<file path="config.mk">
export PLATFORM = sky130hd
export DESIGN_NAME = irq_sched
export DESIGN_NICKNAME = d
export VERILOG_FILES = /design/src/rtl/irq_sched.sv
export SDC_FILE = /design/constraint.sdc
export NUM_CORES = 1
export LEC_CHECK = 0
export CAP_MARGIN = 40
export CORE_ASPECT_RATIO = 0.7
export CORE_UTILIZATION = 45
export DETAILED_ROUTE_END_ITERATION = 8
export PLACE_DENSITY = 0.71
export SLEW_MARGIN = 20
export SYNTH_ARGS = -nofsm -noshare
export SYNTH_HDL_FRONTEND = slang
export SYNTH_SLANG_ARGS = --single-unit
</file>
<file path="constraint.sdc">
create_clock -name clk -period 2.45 [get_ports clk]
set_input_delay 0.3675 -clock clk [delete_from_list [all_inputs] [get_ports clk]]
set_output_delay 0.3675 -clock clk [all_outputs]
set_load 0.005 [all_outputs]
</file>
<file path="src/rtl/irq_sched.sv">
// Interrupt scheduler: periodic tick timer (source 0) plus edge-captured external
// requests, shared onto one ei_req line with round-robin arbitration and an ack handshake.
module irq_sched #(
  parameter int N_SRC          = 4,
  parameter int CNT_W          = 16,
  parameter int DEFAULT_PERIOD = 6249,
  parameter int GAP_CYC        = 2,
  localparam int ID_W          = $clog2(N_SRC)
) (
  input  logic             clk,
  input  logic             reset,
  input  logic             period_wr,
  input  logic [CNT_W-1:0] period_wdata,
  input  logic             tick_en,
  input  logic [N_SRC-2:0] src_req,
  input  logic [N_SRC-1:0] src_mask,
  input  logic             ack,
  input  logic             overrun_clr,
  output logic             ei_req,
  output logic [ID_W-1:0]  irq_id,
  output logic [N_SRC-1:0] pending,
  output logic [N_SRC-1:0] overrun,
  output logic [1:0]       state_dbg
);

  // Handshake: ei_req=1 means irq_id is granted and frozen; the MCU answers with a
  // one-cycle ack while ei_req=1. ack seen in any other state is ignored.
  typedef enum logic [1:0] {
    S_IDLE  = 2'd0,
    S_GRANT = 2'd1,
    S_GAP   = 2'd2
  } state_t;

  state_t           state_q, state_d;
  logic [3:0]       gap_q, gap_d;
  logic [ID_W-1:0]  irq_id_q, irq_id_d;
  logic [ID_W-1:0]  rr_q, rr_d;
  logic [CNT_W-1:0] cnt_q, period_q;
  logic             tick;
  logic [N_SRC-2:0] req_q, prev_q;
  logic [N_SRC-1:0] event_vec, clr_vec, eligible;
  logic [N_SRC-1:0] pending_q, overrun_q;
  logic [ID_W-1:0]  pick;
  logic             found;
  logic             do_ack;

  // A period write restarts the count from zero and suppresses that cycle's tick.
  always_ff @(posedge clk or posedge reset) begin
    if (reset) begin
      cnt_q    <= '0;
      period_q <= CNT_W'(DEFAULT_PERIOD);
    end else if (period_wr) begin
      cnt_q    <= '0;
      period_q <= period_wdata;
    end else if (tick_en) begin
      cnt_q <= (cnt_q == period_q) ? '0 : cnt_q + CNT_W'(1);
    end else begin
      cnt_q <= '0;
    end
  end

  assign tick = tick_en & ~period_wr & (cnt_q == period_q);

  // History resets to ones so a line already high at reset release is not an edge.
  always_ff @(posedge clk or posedge reset) begin
    if (reset) begin
      req_q  <= '1;
      prev_q <= '1;
    end else begin
      req_q  <= src_req;
      prev_q <= req_q;
    end
  end

  assign event_vec = {req_q & ~prev_q, tick};
  assign do_ack    = (state_q == S_GRANT) && ack;
  assign clr_vec   = do_ack ? (N_SRC'(1) << irq_id_q) : '0;

  // New events win over both the ack clear and the overrun clear.
  always_ff @(posedge clk or posedge reset) begin
    if (reset) begin
      pending_q <= '0;
      overrun_q <= '0;
    end else begin
      pending_q <= (pending_q & ~clr_vec) | event_vec;
      overrun_q <= (overrun_q & ~{N_SRC{overrun_clr}}) | (event_vec & pending_q & ~clr_vec);
    end
  end

  assign eligible = pending_q & ~src_mask;

  always_comb begin
    pick  = '0;
    found = 1'b0;
    for (int i = 0; i < N_SRC; i++) begin
      int j;
      j = int'(rr_q) + i;
      if (j >= N_SRC) j = j - N_SRC;
      if (!found && eligible[j]) begin
        found = 1'b1;
        pick  = ID_W'(j);
      end
    end
  end

  always_ff @(posedge clk or posedge reset) begin
    if (reset) begin
      state_q  <= S_IDLE;
      gap_q    <= '0;
      irq_id_q <= '0;
      rr_q     <= '0;
    end else begin
      state_q  <= state_d;
      gap_q    <= gap_d;
      irq_id_q <= irq_id_d;
      rr_q     <= rr_d;
    end
  end

  always_comb begin
    state_d  = state_q;
    gap_d    = gap_q;
    irq_id_d = irq_id_q;
    rr_d     = rr_q;
    case (state_q)
      S_IDLE: begin
        if (found) begin
          state_d  = S_GRANT;
          irq_id_d = pick;
        end
      end
      S_GRANT: begin
        // ack takes priority over a mask withdrawal in the same cycle.
        if (ack) begin
          state_d = S_GAP;
          gap_d   = '0;
          rr_d    = (irq_id_q == ID_W'(N_SRC - 1)) ? '0 : irq_id_q + ID_W'(1);
        end else if (src_mask[irq_id_q]) begin
          state_d = S_IDLE;
        end
      end
      S_GAP: begin
        if (gap_q == 4'(GAP_CYC - 1)) state_d = S_IDLE;
        else gap_d = gap_q + 4'd1;
      end
      default: state_d = S_IDLE;
    endcase
  end

  assign ei_req    = (state_q == S_GRANT);
  assign irq_id    = irq_id_q;
  assign pending   = pending_q;
  assign overrun   = overrun_q;
  assign state_dbg = state_q;

endmodule
</file>
Yosys cells after proc, flatten, opt, wreduce, memory -nomap -nowiden
Index checks and enable logic that the tools add are counted.
{ "totals": {"word_cells": 107, "regBits": 56, "inputBits": 29, "output_inout_bits": 13} }
{ "classes": {"n_mux": 39, "shift": 1, "n_eq_ne": 10, "n_reduce_logical": 13, "n_bitwise": 15, "n_lt_le_gt_ge": 9, "n_addsub": 10} }
{ "op_table": {"columns": ["op", "count"], "rows": [
  ["32-bit by 4-bit < comparator with 1-bit output (second input constant)", 4],
  ["32-bit two-way mux", 4],
  ["16-bit two-way mux", 3],
  ["4-bit AND", 5],
  ["2-bit two-way mux", 9],
  ["16-bit by 1-bit adder with 16-bit output (second input constant)", 1],
  ["16-bit equality test", 1],
  ["1-bit two-way mux", 13],
  ["4-bit two-way mux", 3],
  ["4-bit inverter", 3],
  ["3-bit by 3-bit subtractor with 4-bit output (second input constant)", 3],
  ["1-bit binary-select mux with 2-bit select", 5],
  ["3-bit greater-or-equal comparator (second input constant)", 3],
  ["2-bit inequality test (second input constant)", 4],
  ["4-bit bitwise OR", 2],
  ["4-bit case mux with 2 select lines", 1],
  ["2-bit by 2-bit adder with 3-bit output (second input constant)", 2],
  ["2-bit case mux with 3 select lines", 1],
  ["3-bit AND reduction", 2],
  ["4-bit by 1-bit adder with 4-bit output (second input constant)", 1],
  ["2-bit equality test (second input constant)", 2],
  ["4-bit by 1-bit equality test with 1-bit output (second input constant)", 1],
  ["1-bit logical AND", 4],
  ["2-bit AND reduction", 2],
  ["other kinds (15)", 18]
]} }

Longest topological paths before layout
Gate-level depths: netlist (run 1).
{ "logic_depth": {"depth_word": 17, "mapped_depth": 6} }

Worst setup path after synthesis (run 1)
No wires, ideal clock.
{ "synth_timing": {"kind": "reg2reg", "from": "reg period_q[12]", "to": "reg cnt_q[10]", "path_slack_ns": 0.731, "setup_ns": 0.134, "synth_period_minus_slack_ns": 1.719, "stages_incl_launch_ff": 6, "required_ns": 2.316, "arrival_time_ns": 1.585, "cell_sequence": "dfstp_2 > xnor2_1 > nand4_1 > nor4_4 > buf_2 > nor3_1"} }
{ "synth_between": {"elab_chain_cells": 4} }
{ "synth_rtl": {"columns": ["element", "line", "source"], "rows": [
  ["from (decl)", "38", "logic [CNT_W-1:0] cnt_q, period_q;"],
  ["from (signal assigned)", "51", "period_q <= CNT_W'(DEFAULT_PERIOD);"],
  ["from (signal assigned)", "54", "period_q <= period_wdata;"],
  ["16-bit equality test", "56", "cnt_q <= (cnt_q == period_q) ? '0 : cnt_q + CNT_W'(1);"],
  ["16-bit two-way mux", "56", null],
  ["16-bit two-way mux", "55", "end else if (tick_en) begin"],
  ["16-bit two-way mux", "52", "end else if (period_wr) begin"],
  ["to (signal assigned)", "56", null],
  ["to (decl)", "38", null]
]} }
No other way between the ends.
A chain may end at the register's enable or synchronous reset.

Final worst setup path (run 1)
{ "layout_timing": {"from": "reg period_q[5]", "to": "reg overrun_q[0] (netlist: overrun[0])"} }
{ "layout_between": {"elab_chain_cells": 5} }
{ "layout_rtl": {"columns": ["element", "line", "source"], "rows": [
  ["16-bit equality test", "62", "assign tick = tick_en & ~period_wr & (cnt_q == period_q);"],
  ["1-bit AND", "62", null],
  ["4-bit AND (2 in series)", "86", "overrun_q <= (overrun_q & ~{N_SRC{overrun_clr}}) | (event_vec & pending_q & ~clr_vec);"],
  ["4-bit bitwise OR", "86", null],
  ["to (signal assigned)", "86", null],
  ["to (decl)", "42", "logic [N_SRC-1:0] pending_q, overrun_q;"]
]} }
No other way between the ends.

==> results of run 1 <==
## state kept, by name, summed over array words and instances (netlist names)
signal,cells
cnt_q,16
gap_q,4
irq_id,2
overrun,4
pending,4
period_q,16
prev_q,3
req_q,3
rr_q,2
state_dbg,2
## cell families (layout without fill, tap and decap cells)
| group | count (synthesis) | after routing | synth area share |
|---|---|---|---|
| AND/OR/NAND/NOR | 82 | 82 | 0.180 |
| adder cells (fa/ha/maj) | 7 | 7 | 0.0324 |
| XOR/XNOR | 27 | 27 | 0.0874 |
| flip-flops | 56 | 56 | 0.523 |
| AO/OA/AOI/OAI | 26 | 26 | 0.0661 |
| multiplexers | 19 | 19 | 0.0823 |
| buffers and inverters | 18 | 63 | 0.0282 |
## synth_stat cells (2+ instances only)
master and count:
a211oi_2 2, a21oi_1 3, mux2_2 16, nor3_1 11, nand3_1 6, ha_1 7
inv_1 10, o22ai_1 3, mux2i_1 2, or4_4 2, o41ai_1 2, nor2_1 3
nand4_1 8, xor2_1 10, a211oi_1 2, o31ai_1 2, dfstp_2 12, nor2b_1 8
nand2_1 23, nand2b_1 7, clkbuf_1 6, o21ai_0 8, dfrtp_1 44, and3b_1 2
xnor2_1 17, or3_1 3
## worst max path at each step
| stage | to | slack (ns) | cells past startpoint |
|---|---|---|---|
| 3_3_place_gp | cnt_q[8]$_DFF_PP0_ | 0.64 | 4 |
| 5_1_grt | cnt_q[15]$_DFF_PP0_ | 0.51 | 4 |
| 3_5_place_dp | cnt_q[7]$_DFF_PP0_ | 0.58 | 4 |
| 4_1_cts | overrun[0]$_DFF_PP0_ | 0.60 | 5 |
| 2_1_floorplan | cnt_q[0]$_DFF_PP0_ | 0.73 | 1 |
| 6_report | overrun[0]$_DFF_PP0_ | 0.60 | 5 |
## power by group
| group | switching, mW | internal (mW) |
|---|---|---|
| combinational | 0.265 | 0.345 |
| clock | 0.280 | 0.231 |
| sequential | 0.133 | 1.06 |
| total | 0.677 | 1.64 |
## routing by layer
layer	vias to the layer above	wire length, um	share of wire
met5	-	0	0
met4	0	59	0.012
met3	7	197	0.039
met2	31	2140	0.43
met1	914	2600	0.52
li1	910	-	-
## worst reg2reg max path, stage by stage, from the launching register on
cell     delay (ns)
dfstp_2        0.55
xnor2_1        0.16
nand4_1        0.19
nor4_4         0.44
buf_4          0.28
a41o_1         0.19
## through the flow
step / power (mW) / utilization / hold slack (ns)
detailed placement: 1.83 / 0.558 / 0.360
global route: 2.48 / 0.574 / 0.374
global placement: 1.81 / 0.558 / 0.358
CTS: 2.34 / 0.574 / 0.372
finish: 2.32 / 0.574 / 0.370
floorplan: 1.54 / - / 0.354
## area by class of cell
| type | count | area, um^2 |
|---|---|---|
| fillers | 498 | 2450 |
| well taps | 75 | 93.8 |
| clock buffers | 8 | 90.1 |
| flip-flops and latches | 56 | 1420 |
| inverters | 10 | 37.5 |
| repair buffers | 45 | 453 |
| multi-input cells | 161 | 1210 |
==> impl_metrics.json, run 1 <==
{
  "hold_buffers": 0,
  "grt_overflow": 0,
  "drtAntennaViolNets": 0,
  "nets": 315,
  "yosys-top-cells-area": "dfrtp_1 (41%), dfstp_2 (12%), mux2_2 (6.7%)",
  "via_count": 1862,
  "worstPathArrival_ns": 2.10,
  "postPlaceCellArea_um2": 3210,
  "synth_top_area_cell": "dfrtp_1",
  "post_cts_buffers": 0,
  "synth_nets": 271,
  "drv_cap": 0,
  "r2r_cells": 5,
  "rsz0062_at_grt": "false",
  "cp-start-kind": "flop",
  "drtPass1Iterations": 4,
  "wirelength_um": 5000,
  "synth-edff-count": 0,
  "slew_headroom": 0.626,
  "synth_ff_type": "dfrtp_1",
  "grt_pass1_vias": 1761,
  "end_kind": "flop",
  "maxSlewViolCount": 0,
  "final_cell_count_no_fill": 355,
  "grt.busiest_layer": "met1",
  "fp-row-count": 23,
  "synth_top_area_share": 0.407,
  "worst_pin_slew_ns": 0.554,
  "leakagePower_nw": 1.38,
  "die_x_um": 94.7,
  "timing.rr.end": "overrun[0]$_DFF_PP0_",
  "worstSetupStartpoint": "period_q[5]$_DFFE_PP1P_",
  "skew_ns": 0.00767,
  "status": "finished clean",
  "cp_max_fo": 12,
  "final_cell_mix": "dfrtp_1 (44), clkdlybuf4s50_1 (41), nand2_1 (23)",
  "yosys_warnings": 0,
  "power_density_nw_per_um2": 701,
  "cts_sinks": 56,
  "peakVddDrop_mv": 0.354,
  "finalCritPeriodShare": 0.757,
  "coreArea_um2": 5760,
  "cts_tree": "yes",
  "die_h_um": 66.9,
  "hold_path_depth": 0,
  "cts_made_buffers": 5,
  "hp-class": "flop to flop",
  "drt_iter0_markers": 42,
  "cts_resized": 0,
  "critPathTopFamily": "simple AND/OR/NAND/NOR gates",
  "r2r_start": "period_q[5]$_DFFE_PP1P_",
  "grtUsageMet3": 0.0422,
  "place_inst": 347,
  "holdCritStartpoint": "req_q[2]$_DFF_PP1_",
  "finalSetupViolations": 0,
  "slowest_delay_ns": 0.55,
  "initial_utilization": 0.470,
  "clk_path_buf_depth": 2,
  "io_pins": 42,
  "viasPerCell": 5.25,
  "num_antenna_cells": 0,
  "final_common_cell": "dfrtp_1",
  "grt_usage": 0.178,
  "critical_path_buf_inv_count": 1,
  "grt_pass1_wl_um": 8550,
  "ys_seq_area_frac": 0.523,
  "cp_slowest_cell": "dfstp_2",
  "drc": 0,
  "finalSetupTns_ns": 0,
  "grt_use_met1": 0.262,
  "fin_crit_ns": 1.85,
  "cts_htree_levels": 2,
  "path_cells": "xnor2_1, nand4_1, nor4_4, buf_4, a41o_1",
  "drive_above_1_share": 0.171,
  "die_area_um2": 6330,
  "synthCells": 235,
  "io_buffers": 41,
  "antenna_found_initial": 0,
  "ys_types": 42,
  "stdcell_area_um2": 3300,
  "max_freq_mhz": 540,
  "crit_required_ns": 2.70,
  "grt_max_degree": 57,
  "avgRoutedWirePerCell_um": 14.1,
  "dp_hpwl_um": 3690,
  "worstSetupPathType": "flop to flop",
  "place_ws_ns": 0.577,
  "clk_latency_ns": 0.30,
  "async_flop_share": 1.00,
  "hold_viol_final": 0,
  "cts_root_buffer": "clkbuf_8",
  "use_met2": 0.254,
  "syn_avg_cell_area_um2": 11.5,
  "synth_seq_cells": 56,
  "gp_congestion": 0.821,
  "clk_pin_slew_ns": 0.09,
  "area_delta_synth_final_pct": 22.1,
  "syn-cell-area_um2": 2710,
  "timing.final.ws_setup_ns": 0.596,
  "min_to": "prev_q[2]$_DFF_PP1_",
  "rrSetupSlack_ns": 0.60
}
(Power assumes the default switching activity.)
==> run 2: changes to the inputs <==
Settings changed: PLACE_DENSITY 0.71 to 0.73.
Clock period 2.45 ns to 1.68 ns, I/O delays scaled along.
==> impl_metrics.json, run 2 (synthesized netlist as in run 1, its figures left out) <==
{
  "status": "finished clean",
  "stdcell_area_um2": 3460,
  "die_x_um": 94.7,
  "timing.rr.end": "cnt_q[15]$_DFF_PP0_",
  "clk_pin_slew_ns": 0.10,
  "grt_pass1_vias": 1752,
  "cts_made_buffers": 5,
  "initial_utilization": 0.470,
  "slew_headroom": 0.784,
  "cp_slowest_cell": "or4_4",
  "drtAntennaViolNets": 0,
  "cts_root_buffer": "clkbuf_8",
  "viasPerCell": 5.20,
  "fin_crit_ns": 1.64,
  "r2r_cells": 4,
  "final_cell_mix": "dfrtp_1 (42), clkdlybuf4s50_1 (40), nand2_1 (23)",
  "hold_buffers": 0,
  "power_density_nw_per_um2": 1010,
  "place_ws_ns": 0.0249,
  "fp-row-count": 23,
  "reg_top3": "cnt_q x16, period_q x16",
  "power.total_mw": 3.50,
  "max_freq_mhz": 612,
  "cp_max_fo": 4,
  "grt_overflow": 0,
  "gp_congestion": 0.814,
  "netSwitchingPower_mw": 1.04,
  "timing.final.ws_setup_ns": 0.0449,
  "cts_tree": "yes",
  "wirelength_um": 5310,
  "crit_required_ns": 1.91,
  "rrSetupSlack_ns": 0.04,
  "grt_use_met1": 0.279,
  "grtUsageMet3": 0.0400,
  "maxSlewViolCount": 0,
  "swShare": 0.298,
  "worstSetupPathType": "flop to flop",
  "clk_path_buf_depth": 2,
  "p_int_mw": 2.46,
  "peakVddDrop_mv": 0.368,
  "hold_viol_final": 0,
  "drtPass1Iterations": 4,
  "cts_sinks": 56,
  "worst_pin_slew_ns": 0.320,
  "grt_pass1_wl_um": 8630,
  "via_count": 1939,
  "place_inst": 363,
  "die_h_um": 66.9,
  "path_cells": "and4_4, nand4_4, or4_4, a211oi_2",
  "pwr-share-comb": 0.285,
  "skew_ns": 0.00677,
  "avgRoutedWirePerCell_um": 14.2,
  "drive_above_1_share": 0.232,
  "grt.busiest_layer": "met1",
  "critical_path_buf_inv_count": 0,
  "cp-start-kind": "flop",
  "clockPowerShare": 0.218,
  "finalCritPeriodShare": 0.973,
  "num_antenna_cells": 0,
  "drc": 0,
  "area_delta_synth_final_pct": 27.9,
  "pwr-share-seq": 0.497,
  "dp_hpwl_um": 3790,
  "utilization": 0.601,
  "nets": 333,
  "use_met2": 0.254,
  "timing.hold.ws_ns": 0.299,
  "grt_max_degree": 57,
  "slowest_delay_ns": 0.53,
  "io_buffers": 41,
  "die_area_um2": 6330,
  "drt_iter0_markers": 118,
  "clk_latency_ns": 0.31,
  "leakagePower_nw": 1.48,
  "drv_cap": 0,
  "final_cell_count_no_fill": 373,
  "cts_htree_levels": 2,
  "antenna_found_initial": 0,
  "postPlaceCellArea_um2": 3350,
  "rsz0062_at_grt": "true",
  "io_pins": 42,
  "r2r_start": "cnt_q[9]$_DFF_PP0_",
  "finalSetupTns_ns": 0,
  "final_common_cell": "dfrtp_1",
  "critPathTopFamily": "simple AND/OR/NAND/NOR gates",
  "finalSetupViolations": 0,
  "coreArea_um2": 5760,
  "end_kind": "flop",
  "worstPathArrival_ns": 1.87,
  "grt_usage": 0.182,
  "hp-class": "input port to asynchronous set/reset pin"
}
==> run 2: worst register-to-register path: cells and delay by family, from the launching register on <==
family	cells	cell delay (ns)
and+or+nand+nor	3	0.93
AOI/OAI and AO/OA	1	0.22
DFF	1	0.41
==> run 2: layout make-up <==
cell class | count | area [um^2]
Inverter | 10 | 37.5
Multi-Input combinational cell | 161 | 1220
Sequential cell | 56 | 1420
Tap cell | 75 | 93.8
Clock buffer | 8 | 90.1
Timing Repair Buffer | 63 | 599
Fill cell | 489 | 2290
==> run 2: power by group through the flow <==
| stage | Clock [mW] | Sequential [mW] | Combinational, mW |
|---|---|---|---|
| after floorplan | 0 | 1.73 | 0.512 |
| after global placement | 0 | 1.76 | 0.929 |
| after detailed placement | 0 | 1.77 | 0.949 |
| after CTS | 0.776 | 1.74 | 1.00 |
| after global routing | 0.833 | 1.77 | 1.11 |
| final | 0.764 | 1.74 | 0.998 |
==> run 2: metal layers <==
layer,wire [um],up-vias
met5,0,-
met4,44,0
met3,380,8
met2,2170,52
met1,2720,933
li1,-,946
==> run 2: repair_timing <==
action | 4_1_cts | 5_1_grt
setup buffers | 2 | 0
hold endpoints to repair | 0 | 0
endpoints found under the setup margin | 3 | 2
resized for setup | 2 | 2
==> run 2: worst max-delay path by stage <==
stage / from / end / slack (ns) / cells past startpoint
2_1_floorplan: period_q[3]$_DFFE_PP1P_ / cnt_q[10]$_DFF_PP0_ / 0.01 / 5
3_3_place_gp: cnt_q[13]$_DFF_PP0_ / overrun[0]$_DFF_PP0_ / 0.03 / 5
3_5_place_dp: cnt_q[13]$_DFF_PP0_ / cnt_q[7]$_DFF_PP0_ / 0.02 / 5
4_1_cts: cnt_q[9]$_DFF_PP0_ / cnt_q[15]$_DFF_PP0_ / 0.05 / 4
5_1_grt: cnt_q[2]$_DFF_PP0_ / overrun[0]$_DFF_PP0_ / -0.004 / 6
6_report: cnt_q[9]$_DFF_PP0_ / cnt_q[15]$_DFF_PP0_ / 0.04 / 4
